**src/rtl/mux_nx1_rr.sv**
```systemverilog
// mux_nx1_rr: registered N:1 channel multiplexer with valid/ready on every
// input channel and on the output. Two selection modes:
//   mode = 0 : manual, `sel` picks the channel
//   mode = 1 : round-robin, fair scan starting at an internal pointer
//
// Ports:
//   clk        - system clock, all state updates on the rising edge
//   rst        - synchronous active-high reset
//   din        - packed channel data, channel i at [i*WIDTH +: WIDTH]
//   din_valid  - per-channel valid
//   din_ready  - per-channel accept strobe (combinational)
//   mode       - 0 = manual select, 1 = round-robin
//   sel        - channel index used in manual mode
//   dout       - registered output word
//   dout_ch    - index of the channel that supplied dout
//   dout_valid - dout holds a word
//   dout_par   - even parity of dout (only with MUX_NX1_PARITY_EN)
//   dout_ready - downstream accepts dout
//
// Optional feature: define MUX_NX1_PARITY_EN to add the dout_par output.

module mux_nx1_rr #(
    parameter int unsigned WIDTH    = 8,
    parameter int unsigned CHANNELS = 4,
    parameter int unsigned SEL_W    = 2
) (
    input  logic                      clk,
    input  logic                      rst,
    input  logic [CHANNELS*WIDTH-1:0] din,
    input  logic [CHANNELS-1:0]       din_valid,
    output logic [CHANNELS-1:0]       din_ready,
    input  logic                      mode,
    input  logic [SEL_W-1:0]          sel,
    output logic [WIDTH-1:0]          dout,
    output logic [SEL_W-1:0]          dout_ch,
    output logic                      dout_valid,
`ifdef MUX_NX1_PARITY_EN
    output logic                      dout_par,
`endif
    input  logic                      dout_ready
);

    logic [WIDTH-1:0] dout_q, dout_d;
    logic [SEL_W-1:0] dout_ch_q, dout_ch_d;
    logic             dout_valid_q, dout_valid_d;
    logic [SEL_W-1:0] ptr_q, ptr_d;

    logic             can_load;
    logic             grant_vld;
    logic [SEL_W-1:0] grant_idx;
    logic             load_en;
    logic [WIDTH-1:0] load_word;
    int unsigned      rr_idx;
    logic [SEL_W-1:0] rr_sel;

    // Output stage is free, or is being drained this cycle.
    assign can_load = !dout_valid_q || dout_ready;

    // Grant: at most one channel. The round-robin scan keeps the first hit
    // starting at ptr_q, wrapping past CHANNELS-1 back to 0.
    always_comb begin
        grant_vld = 1'b0;
        grant_idx = '0;
        rr_idx    = 0;
        rr_sel    = '0;
        if (!mode) begin
            if (32'(sel) < CHANNELS) begin
                if (din_valid[sel]) begin
                    grant_vld = 1'b1;
                    grant_idx = sel;
                end
            end
        end else begin
            for (int k = 0; k < int'(CHANNELS); k++) begin
                rr_idx = 32'(ptr_q) + 32'(k);
                if (rr_idx >= CHANNELS) begin
                    rr_idx = rr_idx - CHANNELS;
                end
                rr_sel = SEL_W'(rr_idx);
                if (!grant_vld && din_valid[rr_sel]) begin
                    grant_vld = 1'b1;
                    grant_idx = rr_sel;
                end
            end
        end
    end

    // Ready never looks at the channel's own ready, only at valid and state.
    assign load_en   = !rst && can_load && grant_vld;
    assign din_ready = load_en ? (CHANNELS'(1) << grant_idx) : '0;
    assign load_word = din[grant_idx*WIDTH +: WIDTH];

    always_comb begin
        dout_d       = dout_q;
        dout_ch_d    = dout_ch_q;
        dout_valid_d = dout_valid_q;
        ptr_d        = ptr_q;
        if (load_en) begin
            dout_d       = load_word;
            dout_ch_d    = grant_idx;
            dout_valid_d = 1'b1;
            // Only round-robin transfers move the pointer past the winner.
            if (mode) begin
                ptr_d = (grant_idx == SEL_W'(CHANNELS - 1)) ? '0 : grant_idx + 1'b1;
            end
        end else if (dout_ready) begin
            // Drained with nothing to replace it; data and channel hold.
            dout_valid_d = 1'b0;
        end
    end

    always_ff @(posedge clk) begin
        if (rst) begin
            dout_q       <= '0;
            dout_ch_q    <= '0;
            dout_valid_q <= 1'b0;
            ptr_q        <= '0;
        end else begin
            dout_q       <= dout_d;
            dout_ch_q    <= dout_ch_d;
            dout_valid_q <= dout_valid_d;
            ptr_q        <= ptr_d;
        end
    end

    assign dout       = dout_q;
    assign dout_ch    = dout_ch_q;
    assign dout_valid = dout_valid_q;

`ifdef MUX_NX1_PARITY_EN
    logic dout_par_q, dout_par_d;

    always_comb begin
        dout_par_d = dout_par_q;
        if (load_en) begin
            dout_par_d = ^load_word;
        end
    end

    always_ff @(posedge clk) begin
        if (rst) begin
            dout_par_q <= 1'b0;
        end else begin
            dout_par_q <= dout_par_d;
        end
    end

    assign dout_par = dout_par_q;
`endif

endmodule
```
**config.mk**
```make
export PLATFORM = sky130hd
export DESIGN_NAME = mux_nx1_rr
export DESIGN_NICKNAME = d
export VERILOG_FILES = /design/src/rtl/mux_nx1_rr.sv
export SDC_FILE = /design/constraint.sdc
export NUM_CORES = 1
export LEC_CHECK = 0
export ABC_AREA = 1
export BUFFER_PORTS_ARGS = -buffer_cell sky130_fd_sc_hd__buf_4
export CAP_MARGIN = 10
export CORE_MARGIN = 2
export CORE_UTILIZATION = 47
export DETAILED_ROUTE_END_ITERATION = 6
export GPL_ROUTABILITY_DRIVEN = 0
export GPL_TIMING_DRIVEN = 0
export PLACE_DENSITY = 0.76
export SYNTH_ARGS = -nofsm -noshare
export SYNTH_HDL_FRONTEND = slang
export SYNTH_SLANG_ARGS = --single-unit
```
**constraint.sdc**
```tcl
create_clock -name clk -period 2.12 [get_ports clk]
set_input_delay 0.424 -clock clk [delete_from_list [all_inputs] [get_ports clk]]
set_output_delay 0.424 -clock clk [all_outputs]
set_load 0.01 [all_outputs]
```
==> results of run 1 <==
final cells by class:
type / count / area (um2)
Tap cell: 31 / 38.8
Clock inverter: 1 / 5.00
Sequential cell: 13 / 268
Clock buffer: 3 / 22.5
Timing Repair Buffer: 75 / 578
Fill cell: 230 / 593
Inverter: 32 / 120
Buffer: 5 / 36.3
Multi-Input combinational cell: 174 / 1050
power by group through the flow:
stage / clock (mW) / sequential [mW] / combinational, mW
finish: 0.152 / 0.309 / 0.662
global route: 0.167 / 0.312 / 0.726
CTS: 0.155 / 0.309 / 0.581
detailed placement: 0 / 0.314 / 0.516
global placement: 0 / 0.314 / 0.513
floorplan: 0 / 0.328 / 0.313
through the flow:
step | instances | setup TNS, ns
global placement | 314 | -0.957
detailed placement | 314 | -0.994
CTS | 327 | -0.929
floorplan | 227 | 0
global route | 334 | -1.51
finish | 334 | -0.788
cell usage after synthesis, drive strengths merged:
cell type   n
buf         7
nor2       23
o211ai      1
o21ai      10
clkbuf      1
dfxtp      13
nand2      81
nand4       2
o21a        1
inv        32
a21oi      12
nand3      41
nor3        3
cells by family (layout without fill, tap and decap cells):
| logic type | after synthesis | count (layout) | share of synthesized area |
|---|---|---|---|
| simple gates | 150 | 150 | 0.555 |
| buf+inv | 40 | 116 | 0.147 |
| compound gates | 24 | 24 | 0.0986 |
| flops | 13 | 13 | 0.199 |
path summary, 6_finish.rpt:
| kind | cells past startpoint | to | slack, ns |
|---|---|---|---|
| hold / removal | 4 | dout_valid$_SDFFE_PP0P_ | 0.40 |
| hold reg to reg | 2 | dout_valid$_SDFFE_PP0P_ | 0.50 |
| setup / recovery | 12 | din_ready[1] | -0.22 |
| setup reg to reg | 15 | dout[6]$_SDFFE_PP0P_ | 0.13 |
flip-flops by register name, summed over array words and instances, names as in the netlist:
| signal | count |
|---|---|
| dout_ch | 2 |
| dout | 8 |
| dout_valid | 1 |
| ptr_q | 2 |
worst register-to-register path, cell delays in order (launching register included):
cell	delay (ns)
dfxtp_4	0.37
inv_2	0.11
nand2_1	0.08
nand2_2	0.11
nand2_2	0.08
nand2_4	0.09
nand2_2	0.06
o21ai_4	0.17
buf_6	0.12
o21ai_4	0.07
buf_4	0.15
buf_4	0.15
nand3_1	0.09
nand2_1	0.06
nor2_1	0.12
nor2_1	0.06
metal layers:
layer  vias to the layer above  part of all wire  track usage
li1                        874                 -            -
met5                         -                 0            0
met3                         6             0.060       0.0714
met4                         0            0.0092       0.0465
met1                       767              0.41        0.291
met2                        54              0.52        0.467
repair_timing:
action,CTS,global route
gates resized for setup,26,32
endpoints found under the setup margin,4,7
setup buffers,10,9
pin swaps,9,23
==> results.cfg, run 1 <==
[pwr]
total_power_mw = 1.12
power.static_leakage_nw = 1.13
power.internal_mw = 0.652
pwr_density_cell_mw_per_mm2 = 531
total_switching_power_mw = 0.472
power.share.sequential = 0.275
power.clock.fraction = 0.135
ir_drop_uv = 853
swShare = 0.420
power.combinational.fraction = 0.590

[yosys]
yosysWarnings = 0
largest_cells_by_area_after_synthesis = nand2_1, dfxtp_1, nand3_1
synth_area_leader_cell = nand2_1
netlist_area_mm2 = 0.00131
postSynthRegisterBits = 13
ys_types = 24
synthesis.nets = 269
netlist_instances = 227
syn-mean-instance-area_um2 = 5.76
synth-seq-area-share = 0.199
area_fraction_of_the_dominant_cell_type_after_synthesis = 0.212

[worst_setup_path]
critical_path_arrival_ns = 1.92
critPathMostFrequentCell = nand2_2
worst-setup-path-type = reg -> out
worst-endpoint-required_ns = 1.70
setup.worst_path.end_class = output port
path_delay_family = simple AND/OR/NAND/NOR gates
worstPathMaxFanout = 8
cp_cell_sequence = inv_2 > buf_6 > nand2_2 > nand2_2 > nand2_2 > nand2_4 > nand4_1 > nand3_4 > o21ai_4 > nand2_2 > nor2_1 > buf_4
worstReg2RegStart = ptr_q[1]$_SDFFE_PP0P_
startpoint_type_of_the_worst_setup_path = register
critical_path_buf_inv_count = 3
cp_slowest_stage_delay_ns = 0.37
critical-path-slowest-cell = dfxtp_4
worstSetupStartpoint = ptr_q[0]$_SDFFE_PP0P_

[timing]
final_setup_viols = 4
finalCriticalPeriod_ns = 2.34
max_slew_margin = 0.681
fin_worst_hold_slack_ns = 0.403
fin_skew_ns = 0.000714
rsz0062_at_grt = true
max_clock_freq_ghz = 0.427
timing_hold_violations_final = 0
layout_setup_ws_ns = -0.220
worst_slew_pin_slew_ns = 0.473
slew_viol_final = 0
final.period_utilization = 1.10

[placement]
numPortBuffers = 56
detailed_place_hpwl_mm = 2.76
post-place-ws_ns = -0.353
dpl_cell_area_mm2 = 0.00177

[clock_network]
ctsRootBufferMaster = clkbuf_4
htreeDepth = 1
cts_tree = yes
clk_pin_slew_ns = 0.08
cts-root-to-sink-buffers = 2
clkSinkCount = 13
cts-hold-fix-buffers = 0
tritoncts.num_buffers = 3
worstSkewPairLatency_ns = 0.27

[drt]
wire_length_after_detailed_routing_mm = 4.13
post_drt_via_cell_ratio = 5.09
firstDrtPassIters = 4
avgRoutedWirePerCell_um = 12.4
detail-route-antenna-nets = 0
post-route-drc-count = 0
drt_first_iter_violations = 78
vias = 1701

[worst_hold_path]
timing.hold.worst.class = in -> reg
hold_path.startpoint = dout_ready

[floorplan]
full_die_area_mm2 = 0.00322
floorplan.rows = 19
die-width_um = 56.7
initial_core_utilization = 0.482
fp.coreArea_mm2 = 0.00271
pin_count = 57
die_h_um = 56.7

[layout]
mostFrequentLayoutCell = buf_4
design_area_mm2 = 0.00212
final_cell_mix = buf_4, nand2_1, inv_1, nand3_1
drive_above_1_share = 0.446
area_growth_pct = 61.9
utilization = 0.781
finalNetCount = 346
n_antenna_cell = 0

[global_routing]
grt_max_degree = 12
globalRoute.totalOverflow = 0
antenna_found_initial = 0
first_pass_grt_wire_length_mm = 6.58
first_global_vias = 1597
track_usage = 0.253

[job]
max_cap_violations = 0

[outcome]
run_status = complete, but fails checks
violations = setup timing
(Power assumes the default switching activity.)
==> run 2: changes to the inputs <==
==> config.mk (replaced) <==
export PLATFORM = sky130hd
export DESIGN_NAME = mux_nx1_rr
export DESIGN_NICKNAME = d
export VERILOG_FILES = /design/src/rtl/mux_nx1_rr.sv
export SDC_FILE = /design/constraint.sdc
export NUM_CORES = 1
export LEC_CHECK = 0
export BUFFER_PORTS_ARGS = -buffer_cell sky130_fd_sc_hd__buf_4
export CAP_MARGIN = 10
export CORE_MARGIN = 2
export CORE_UTILIZATION = 50
export DETAILED_ROUTE_END_ITERATION = 6
export GPL_ROUTABILITY_DRIVEN = 0
export GPL_TIMING_DRIVEN = 0
export PLACE_DENSITY = 0.78
export SYNTH_ARGS = -nofsm -noshare
export SYNTH_HDL_FRONTEND = slang
export SYNTH_SLANG_ARGS = --single-unit
==> results.cfg, run 2 <==
[layout]
drive_above_1_share = 0.364
layoutNonFillerInstCount = 316
finalNetCount = 326
design_area_mm2 = 0.00222
mostFrequentLayoutCell = buf_4
area_growth_pct = 43.5
n_antenna_cell = 0
final_cell_mix = buf_4, nand2_1, a31oi_1
largest_reg_flops = 8

[timing]
fin_skew_ns = 0.00813
rsz0062_at_grt = true
fin_worst_hold_slack_ns = 0.348
finalCriticalPeriod_ns = 2.26
final.period_utilization = 1.06
timing_hold_violations_final = 0
worst_slew_pin_slew_ns = 0.617
tns_ns = -0.411
slew_viol_final = 0
final_setup_viols = 4
layout_setup_ws_ns = -0.137
max_slew_margin = 0.587
max_clock_freq_ghz = 0.443

[yosys]
synth_area_leader_cell = dfxtp_1
largest_cells_by_area_after_synthesis = dfxtp_1, nand2_1, o22a_1
synth_top_flop_cell = dfxtp_1
area_fraction_of_the_dominant_cell_type_after_synthesis = 0.168
synth_most_common_cell = nand2_1
synth_common_cells = nand2_1, a31oi_1, nand3_1, o22a_1, dfxtp_1
synthesis.nets = 259
netlist_instances = 217
syn-mean-instance-area_um2 = 7.14
synth-seq-area-share = 0.168
async_reset_ff_frac = 0
ys_types = 42
netlist_area_mm2 = 0.00155
postSynthRegisterBits = 13
yosysWarnings = 0
synth-edff-count = 0

[worst_setup_path]
worst-endpoint-required_ns = 1.70
startpoint_type_of_the_worst_setup_path = register
cp_slowest_stage_delay_ns = 0.35
timing.rr.end = dout[7]$_SDFFE_PP0P_
r2r_setup_slack_ns = 0.05
worstReg2RegStart = ptr_q[1]$_SDFFE_PP0P_
critPathMostFrequentCell = buf_6
worst-setup-path-type = reg -> out
setup.worst_path.end_class = output port
critical_path_arrival_ns = 1.83
cp_cell_sequence = buf_6 > inv_1 > a221o_1 > a31oi_2 > and2_4 > buf_6 > nor2b_4 > buf_6
rr_worst_depth = 9
worstPathMaxFanout = 4
critical-path-slowest-cell = dfxtp_1

[worst_hold_path]
hold_path.startpoint = rst
timing.hold.worst_path_depth = 2
worst_hold_path.endpoint = ptr_q[1]$_SDFFE_PP0P_
timing.hold.worst.class = in -> reg

[drt]
drt_first_iter_violations = 125
firstDrtPassIters = 4
post_drt_via_cell_ratio = 6.18
detail-route-antenna-nets = 0
drt-met1-wl_mm = 2.15
post-route-drc-count = 0
dr.max_layer_used = met4
met2_length_mm = 2.56
vias = 1953
wire_length_after_detailed_routing_mm = 5.12
avgRoutedWirePerCell_um = 16.2
met3_wirelength_um = 308

[outcome]
violations = setup timing
run_status = complete, but fails checks

[floorplan]
die-width_um = 59.7
fp.coreArea_mm2 = 0.00300
floorplan.rows = 20
full_die_area_mm2 = 0.00356
pin_count = 57
die_h_um = 59.7
initial_core_utilization = 0.516

[clock_network]
tritoncts.num_buffers = 3
cts-root-to-sink-buffers = 2
cts_tree = yes
ctsRootBufferMaster = clkbuf_4
clk_pin_slew_ns = 0.08
clkSinkCount = 13
htreeDepth = 1
cts-hold-fix-buffers = 0
worstSkewPairLatency_ns = 0.29

[pwr]
power.static_leakage_nw = 0.977
ir_drop_uv = 382
pwr_density_cell_mw_per_mm2 = 441
total_power_mw = 0.979

[job]
max_cap_violations = 0

[global_routing]
first_pass_grt_wire_length_mm = 8.10
grt_max_degree = 11
track_usage = 0.295
globalRoute.totalOverflow = 0
first_global_vias = 1807
antenna_found_initial = 0

[placement]
dpl_cell_area_mm2 = 0.00199
numPortBuffers = 52
post-place-cells = 302
detailed_place_hpwl_mm = 3.39
run 2: cell count changes in the layout (fill, tap and decap cells not counted), moves of 10 or more:
cell and change:
nor2_1 -12, a31oi_1 +17, nand2_2 -18, o22a_1 +15
a21oi_1 -11, nand3_1 -15, mux2i_1 +10, inv_1 -26
nand2_1 -20
run 2: cell families (layout without fill, tap and decap cells):
group | count (synthesis) | in the layout | share of synthesized area
AO/OA/AOI/OAI | 60 | 60 | 0.303
XOR/XNOR | 1 | 1 | 0.00566
buffers and inverters | 26 | 92 | 0.0816
flip-flops | 13 | 13 | 0.168
multiplexers | 12 | 12 | 0.0792
AND/OR/NAND/NOR | 105 | 105 | 0.363
run 2: cell type report:
class	instances	area, um2
multi-input cells	178	1260
flip-flops and latches	13	262
repair buffers	63	480
inverters	4	15.0
plain buffers	21	138
fillers	264	781
clock buffers	4	26.3
well taps	33	41.3
run 2: report_power, final:
part / internal, mW / total (mW) / leakage, nW / switching (mW)
combinational: 0.262 / 0.519 / 0.854 / 0.256
sequential: 0.278 / 0.298 / 0.108 / 0.0208
clock: 0.0731 / 0.162 / 0.0150 / 0.0889
run 2: metrics by stage:
| step | util | setup WS [ns] |
|---|---|---|
| 6_report | 0.740 | -0.137 |
| 5_1_grt | 0.740 | -0.201 |
| 3_3_place_gp | 0.663 | -0.345 |
| 2_1_floorplan | - | 0.00345 |
| 3_5_place_dp | 0.663 | -0.360 |
| 4_1_cts | 0.726 | -0.120 |
run 2: what timing repair did:
item | CTS | global route
setup buffers | 8 | 3
cloned | 0 | 0
endpoints found under the hold margin | 0 | 0
endpoints found under the setup margin | 4 | 12
resized for setup | 27 | 12
pin swaps | 4 | 6
run 2: worst max path at each step:
stage	startpoint	endpoint	slack (ns)	depth (start not counted)
after global placement	din_valid[1]	din_ready[0]	-0.34	9
after floorplan	din_valid[2]	din_ready[0]	0.003	7
final	ptr_q[0]$_SDFFE_PP0P_	din_ready[0]	-0.14	8
after detailed placement	din_valid[1]	din_ready[0]	-0.36	9
after global routing	ptr_q[0]$_SDFFE_PP0P_	din_ready[0]	-0.20	8
after CTS	ptr_q[1]$_SDFFE_PP0P_	din_ready[0]	-0.12	8
run 2: layer usage:
layer	vias to the layer above	GRT usage
met4	0	0.0762
met1	918	0.373
met3	8	0.0628
li1	953	-
met2	74	0.505
met5	-	0
run 2: worst max-delay path, delay by kind of cell (launching register included):
kind,cells,cell delay [ns]
buffers and inverters,4,0.37
and+or+nand+nor,2,0.31
AOI/OAI and AO/OA,2,0.51
DFF,1,0.35
